File: src/rtl/option_filter.sv
// option_filter: streams candidate options for one nonogram line, returns keep/drop
// verdicts and end-of-pass consensus deductions. Optional OPTION_FILTER_STATS_EN adds drop/stall counters.
module option_filter #(
  parameter int SIZE  = 8,
  parameter int CNT_W = 10
) (
  input  logic             clk,
  input  logic             rst,
  input  logic             start,
  input  logic [SIZE-1:0]  known,
  input  logic [SIZE-1:0]  assigned,
  input  logic             opt_valid,
  input  logic [SIZE-1:0]  opt_data,
  input  logic             opt_last,
  output logic             opt_ready,
  output logic             keep_valid,
  output logic             keep,
  input  logic             keep_ready,
  output logic             busy,
  output logic             done,
  output logic [SIZE-1:0]  new_known,
  output logic [SIZE-1:0]  new_assigned,
  output logic [CNT_W-1:0] survivors,
`ifdef OPTION_FILTER_STATS_EN
  output logic [CNT_W-1:0] dropped,
  output logic [15:0]      stall_cycles,
`endif
  output logic             unsat
);
  localparam logic [1:0] IDLE = 2'd0, FILTER = 2'd1, FINISH = 2'd2;
  logic [1:0] state_q, state_d;
  logic [SIZE-1:0] known_q, known_d, assigned_q, assigned_d, acc_one_q, acc_one_d, acc_zero_q, acc_zero_d;
  logic [SIZE-1:0] new_known_q, new_known_d, new_assigned_q, new_assigned_d;
  logic [CNT_W-1:0] count_q, count_d, survivors_q, survivors_d;
  logic keep_valid_q, keep_valid_d, keep_q, keep_d, done_q, done_d, unsat_q, unsat_d;
  logic take, xfer, contra, kept, fin, nz;
  assign opt_ready = (state_q == FILTER) && (!keep_valid_q || keep_ready);
  assign xfer      = opt_valid && opt_ready;
  assign contra    = |((assigned_q ^ opt_data) & known_q);
  assign kept      = xfer && !contra;
  // A pending verdict blocks a new pass so verdict order across passes is preserved
  assign take      = (state_q == IDLE) && start && !keep_valid_q;
  assign fin       = state_q == FINISH;
  assign nz        = count_q != '0;
  always_comb begin
    state_d        = take ? FILTER : (xfer && opt_last) ? FINISH : fin ? IDLE : state_q;
    known_d        = take ? known : known_q;
    assigned_d     = take ? assigned : assigned_q;
    acc_one_d      = take ? '1 : kept ? acc_one_q & opt_data : acc_one_q;
    acc_zero_d     = take ? '1 : kept ? acc_zero_q & ~opt_data : acc_zero_q;
    count_d        = take ? '0 : (kept && count_q != '1) ? count_q + CNT_W'(1) : count_q;
    keep_valid_d   = xfer || (keep_valid_q && !keep_ready);
    keep_d         = xfer ? !contra : keep_q;
    done_d         = fin;
    new_known_d    = fin ? (nz ? known_q | acc_one_q | acc_zero_q : known_q) : new_known_q;
    new_assigned_d = fin ? (assigned_q & known_q) | (nz ? acc_one_q & ~known_q : '0) : new_assigned_q;
    survivors_d    = fin ? count_q : survivors_q;
    unsat_d        = fin ? !nz : unsat_q;
  end
  always_ff @(posedge clk or negedge rst) begin
    if (!rst) begin
      state_q        <= IDLE;
      known_q        <= '0;
      assigned_q     <= '0;
      acc_one_q      <= '0;
      acc_zero_q     <= '0;
      count_q        <= '0;
      keep_valid_q   <= 1'b0;
      keep_q         <= 1'b0;
      done_q         <= 1'b0;
      new_known_q    <= '0;
      new_assigned_q <= '0;
      survivors_q    <= '0;
      unsat_q        <= 1'b0;
    end else begin
      state_q        <= state_d;
      known_q        <= known_d;
      assigned_q     <= assigned_d;
      acc_one_q      <= acc_one_d;
      acc_zero_q     <= acc_zero_d;
      count_q        <= count_d;
      keep_valid_q   <= keep_valid_d;
      keep_q         <= keep_d;
      done_q         <= done_d;
      new_known_q    <= new_known_d;
      new_assigned_q <= new_assigned_d;
      survivors_q    <= survivors_d;
      unsat_q        <= unsat_d;
    end
  end
  assign keep_valid   = keep_valid_q;
  assign keep         = keep_q;
  assign busy         = state_q != IDLE;
  assign done         = done_q;
  assign new_known    = new_known_q;
  assign new_assigned = new_assigned_q;
  assign survivors    = survivors_q;
  assign unsat        = unsat_q;
`ifdef OPTION_FILTER_STATS_EN
  logic [CNT_W-1:0] drop_cnt_q, drop_cnt_d, dropped_q, dropped_d;
  logic [15:0] stall_q, stall_d;
  always_comb begin
    drop_cnt_d = take ? '0 : (xfer && contra && drop_cnt_q != '1) ? drop_cnt_q + CNT_W'(1) : drop_cnt_q;
    dropped_d  = fin ? drop_cnt_q : dropped_q;
    stall_d    = take ? '0 : (state_q == FILTER && opt_valid && !opt_ready && stall_q != '1) ? stall_q + 16'd1 : stall_q;
  end
  always_ff @(posedge clk or negedge rst) begin
    if (!rst) begin
      drop_cnt_q <= '0;
      dropped_q  <= '0;
      stall_q    <= '0;
    end else begin
      drop_cnt_q <= drop_cnt_d;
      dropped_q  <= dropped_d;
      stall_q    <= stall_d;
    end
  end
  assign dropped      = dropped_q;
  assign stall_cycles = stall_q;
`endif
endmodule

File: config.mk
export PLATFORM = sky130hd
export DESIGN_NAME = option_filter
export DESIGN_NICKNAME = d
export VERILOG_FILES = /design/src/rtl/option_filter.sv
export SDC_FILE = /design/constraint.sdc
export NUM_CORES = 1
export LEC_CHECK = 0
export ABC_AREA = 1
export CAP_MARGIN = 20
export CELL_PAD_IN_SITES_DETAIL_PLACEMENT = 1
export CELL_PAD_IN_SITES_GLOBAL_PLACEMENT = 2
export CORE_MARGIN = 2
export CORE_UTILIZATION = 33
export DETAILED_ROUTE_END_ITERATION = 12
export GPL_TIMING_DRIVEN = 0
export PLACE_DENSITY = 0.93
export SETUP_SLACK_MARGIN = 0.1
export SLEW_MARGIN = 15
export SYNTH_ARGS = -nofsm -noshare
export SYNTH_HDL_FRONTEND = slang
export SYNTH_SLANG_ARGS = --single-unit
File: constraint.sdc
create_clock -name clk -period 2.8 [get_ports clk]
set_input_delay 0.28 -clock clk [delete_from_list [all_inputs] [get_ports clk]]
set_output_delay 0.28 -clock clk [all_outputs]
set_load 0.03 [all_outputs]
# After elaboration in Yosys (flattened, before gate mapping)
# Cells that the tools add are included.
# word_totals
regBits,74
output_inout_bits,32
# classes
addsub,1
eq_ne,3
muxes,11
bitwise,11
n_reduce_logical,21
# ops
operator,n
$mux 8,6
$and 8x8->8,5
$or 8x8->8,3
$mux 10,2
$not 8->8,2
$add 10x1->10 const B,1
$ne 10x10->1 const B,1
$reduce_bool 10->1,1
$logic_and 1x1->1,8
$reduce_or 8->1,1
$xor 8x8->8,1
$mux 2,3
$reduce_bool 2->1,3
$logic_not 1->1,4
$reduce_bool 3->1,1
$eq 2x1->1 const B,1
$eq 2x2->1 const B,1
$logic_not 2->1,1
$logic_or 1x1->1,2

# Depth between registers and ports, before layout
# logic_depth
word_depth,8
mapped_depth,10
ltp_nobuf,10

# Worst setup path before layout
# OpenSTA, ideal clock, no wires.
# synth_path
path_type,register to register
startpoint,"register keep_valid_q, in the netlist keep_valid"
endpoint,register state_q[1]
arrival_ns,1.441
required_time_ns,2.673
slack_ns,1.232
stages_incl_launch_ff,7
synth_period_minus_slack_ns,1.568
cell_sequence,dfrtp_1 > nand2_1 > nand2_1 > nor2_1 > nand3_1 > nand2_1 > o21ai_0
# synth_between
elab_chain_cells,7
elab_cells_between_ends,9
# synth_rtl
element,line,text
start: declaration,35,"logic keep_valid_q, keep_valid_d, keep_q, keep_d, done_q, done_d, unsat_q, unsat_d;"
start signal: assignment,82,keep_valid_q <= keep_valid_d;
$logic_not 1->1 *,37,assign opt_ready = (state_q == FILTER) && (!keep_valid_q || keep_ready);
$logic_or 1x1->1 *,37,
$logic_and 1x1->1 *,37,
via opt_ready,15,"output logic opt_ready,"
$logic_and 1x1->1 *,38,assign xfer = opt_valid && opt_ready;
$logic_and 1x1->1 *,46,state_d = take ? FILTER : (xfer && opt_last) ? FINISH : fin ? IDLE : state_q;
$mux 2 (2 in a row),46,
end signal: assignment,76,state_q <= state_d;
end: declaration,31,"logic [1:0] state_q, state_d;"
# The timed path passes the listed nets; every way through them passes the cells marked *.
# A chain may end at the register's enable or synchronous reset.

# Worst setup path in the final report
# layout_path
startpoint,"register keep_valid_q, in the netlist keep_valid"
endpoint,output opt_ready
# layout_between
elab_chain_cells,3
# layout_rtl
element,line
$logic_not 1->1,37
$logic_or 1x1->1,37
$logic_and 1x1->1,37
end: declaration,15
# Every way passes these cells.

==> run metrics <==
count leader, synth=nand2_1; post-layout util=0.4354; Final setup viols=0; vias=3012; Final Wtd Congestion=0.8425; worst-path maximum fanout=3; I/O Buffers=61; Site Rows=37; Worst-Margin Slew=0.4580 ns; Synthesis Warnings=0; Pwr Density=964.5 nW/um^2; antenna diode count=0; total power=4.277 mW; Critical Path End Type=output port; core area=10180 um^2; Clock Path Buffers=2; hold_ws=0.4035 ns; Slew Viols, Final=0; share of cells above drive strength 1=0.1104; Worst Hold Class=in -> async; worst path required time=2.52 ns; DRC Markers=0; setup TNS=0 ns; vias in the first global route=3172; sequential cell area fraction in the yosys report=0.5401; CTS clk-pin slew, worst paths=0.08 ns; Main synth FF type=dfrtp_1; final period utilization=0.7280; Mapped Area=3428 um^2; CTS Sinks=74; clk_lat worst skew=0.35 ns; initial core utilization=0.3366; Worst Setup Path Type=reg -> out; leakage power=1.989 nW; DP HPWL=7.110 mm; hold bufs inserted after CTS=1; die area=11220 um^2; Hold Violations, Final=0; WP data arrival=1.76 ns; drt total wl=9.751 mm; Synth area leader=dfrtp_1; chip width=105.9 um; total track usage=0.1873; Max rail drop VDD=490.6 uV; CTS tree=built; CTS root buf=clkbuf_8; FFs w/ async S/R, synth=1.000; Synth cell types=27; Peak Freq=0.4906 GHz; largest net degree at the start of global routing=41; global-route wire length before repair=16.21 mm; maxcap violations=0; Area Growth Syn to Fin=29.34%; Commonest cells post-synth=nand2_1 (91), dfrtp_1 (74), nor2_1 (47); initial antenna violation count=0; area share of the largest cell type after synthesis=0.5401; Die Ht=105.9 um; vias per cell=4.890; crit path launch type=flop; FILL cells=1237; unrepaired setup endpoints after global routing=no; met1 usage=0.2570; M2 GR Usage=0.2908; # resized after CTS=0; Yosys reg bits=74; status=complete, no violations; Syn Nets=433; Layout Nets=507; htree depth=3; Worst Skew=0.005191 ns; Most Used Layer, Global Route=met2; Synth Instances=401; Synth area leaders=dfrtp_1 (54%), nand2_1 (10%), nor2_1 (5.1%); CTS Buf Count=9; antenna viol nets, final=0; Post-CTS Setup Bufs=0; Iter 0 DRT Violations=73; grt total ovfl=0; EDFF count, synth=0; syn_area_per_cell=8.549 um^2; Rel. slew slack=0.6947; io pins=62; DR WL/cell=15.83 um; drt pass-1 iters=4; M3 GR Usage=0.03495; Tmin final=2.038 ns
## path summary, 6_finish.rpt
check | startpoint | to | slack, ns | cells after the start
min | rst | new_known[5]$_DFFE_PN0P_ | 0.40 | 2
min in group clk | survivors[8]$_DFFE_PN0P_ | survivors[8]$_DFFE_PN0P_ | 0.47 | 2
max reg2reg | count_q[0]$_DFFE_PN0P_ | new_known[3]$_DFFE_PN0P_ | 0.96 | 8
min reg2reg | survivors[8]$_DFFE_PN0P_ | survivors[8]$_DFFE_PN0P_ | 0.47 | 2
max in group asynchronous | rst | count_q[8]$_DFFE_PN0P_ | 1.82 | 3
max | keep_valid$_DFF_PN0_ | opt_ready | 0.76 | 4
## report_power, final
group,switching [mW],leakage [nW],total (mW),internal (mW)
Clock,0.392,0.101,0.853,0.461
Sequential,0.250,0.854,1.67,1.42
Combinational,1.10,1.03,1.75,0.649
## flip-flops by register name (all words and copies together), names as in the netlist
register,flops
keep_valid,1
survivors,10
keep,1
known_q,8
assigned_q,8
done,1
new_assigned,8
acc_zero_q,8
unsat,1
count_q,10
new_known,8
state_q,2
acc_one_q,8
## routing by layer
layer  vias to the layer above  wire length [um]
met2                        74              4472
met1                      1477              4634
met3                        18               405
li1                       1443                 -
met5                         -                 0
met4                         0               238
## critical path, stage by stage (launching register included)
cell and delay (ns):
dfrtp_1 0.40, nand2_1 0.14, nand2_1 0.06, nor2_1 0.12
clkdlybuf4s50_1 0.69
## per-stage QoR
stage	area [um^2]	worst slack, ns	cells
final	4434	0.7616	616
after global routing	4434	0.6573	616
after CTS	4434	0.7274	616
after floorplan	3428	1.232	401
after detailed placement	4227	0.7673	599
after global placement	4209	-1.193	598
## cell usage in the layout, fill, tap and decap left out, drive strengths merged
| master | synthesis | routed |
|---|---|---|
| a21oi | 30 | 30 |
| buf | 15 | 17 |
| bufinv | 0 | 1 |
| clkbuf | 1 | 15 |
| clkdlybuf4s50 | 0 | 60 |
| clkinv | 0 | 1 |
| dfrtp | 74 | 74 |
| dlygate4sd3 | 0 | 1 |
| ha | 2 | 2 |
| inv | 38 | 38 |
| mux2 | 2 | 2 |
| nand2 | 91 | 91 |
| nand3 | 30 | 30 |
| nand3b | 6 | 6 |
| nand4 | 7 | 7 |
| nor2 | 52 | 52 |
| nor3 | 2 | 2 |
| nor4 | 2 | 2 |
| o21a | 1 | 1 |
| o21ai | 40 | 40 |
| o21bai | 1 | 1 |
| or2 | 1 | 1 |
| xor2 | 6 | 6 |
## layout make-up
| cell class | count | area (um^2) | share of cell area |
|---|---|---|---|
| buffer | 16 | 87.58 | 0.01975 |
| clock buffer | 14 | 162.7 | 0.03668 |
| clock inverter | 2 | 35.03 | 0.007901 |
| inverter | 38 | 142.6 | 0.03217 |
| multi-input combinational | 273 | 1346 | 0.3036 |
| sequential | 74 | 1852 | 0.4176 |
| tap | 136 | 170.2 | 0.03837 |
| timing repair buffer | 63 | 638.1 | 0.1439 |
## kinds of logic (layout without fill, tap and decap cells)
kind of cell               count (synthesis)  in the layout  share of synthesized area
AOI/OAI and AO/OA                         72             72                     0.1164
buffers and inverters                     54            133                    0.06715
adders and majority gates                  2              2                   0.007298
and+or+nand+nor                          191            191                     0.2471
DFF                                       74             74                     0.5401
xor gates and xnor gates                   6              6                    0.01533
muxes                                      2              2                   0.006569
No activity file was read; power rests on OpenSTA's default activity.
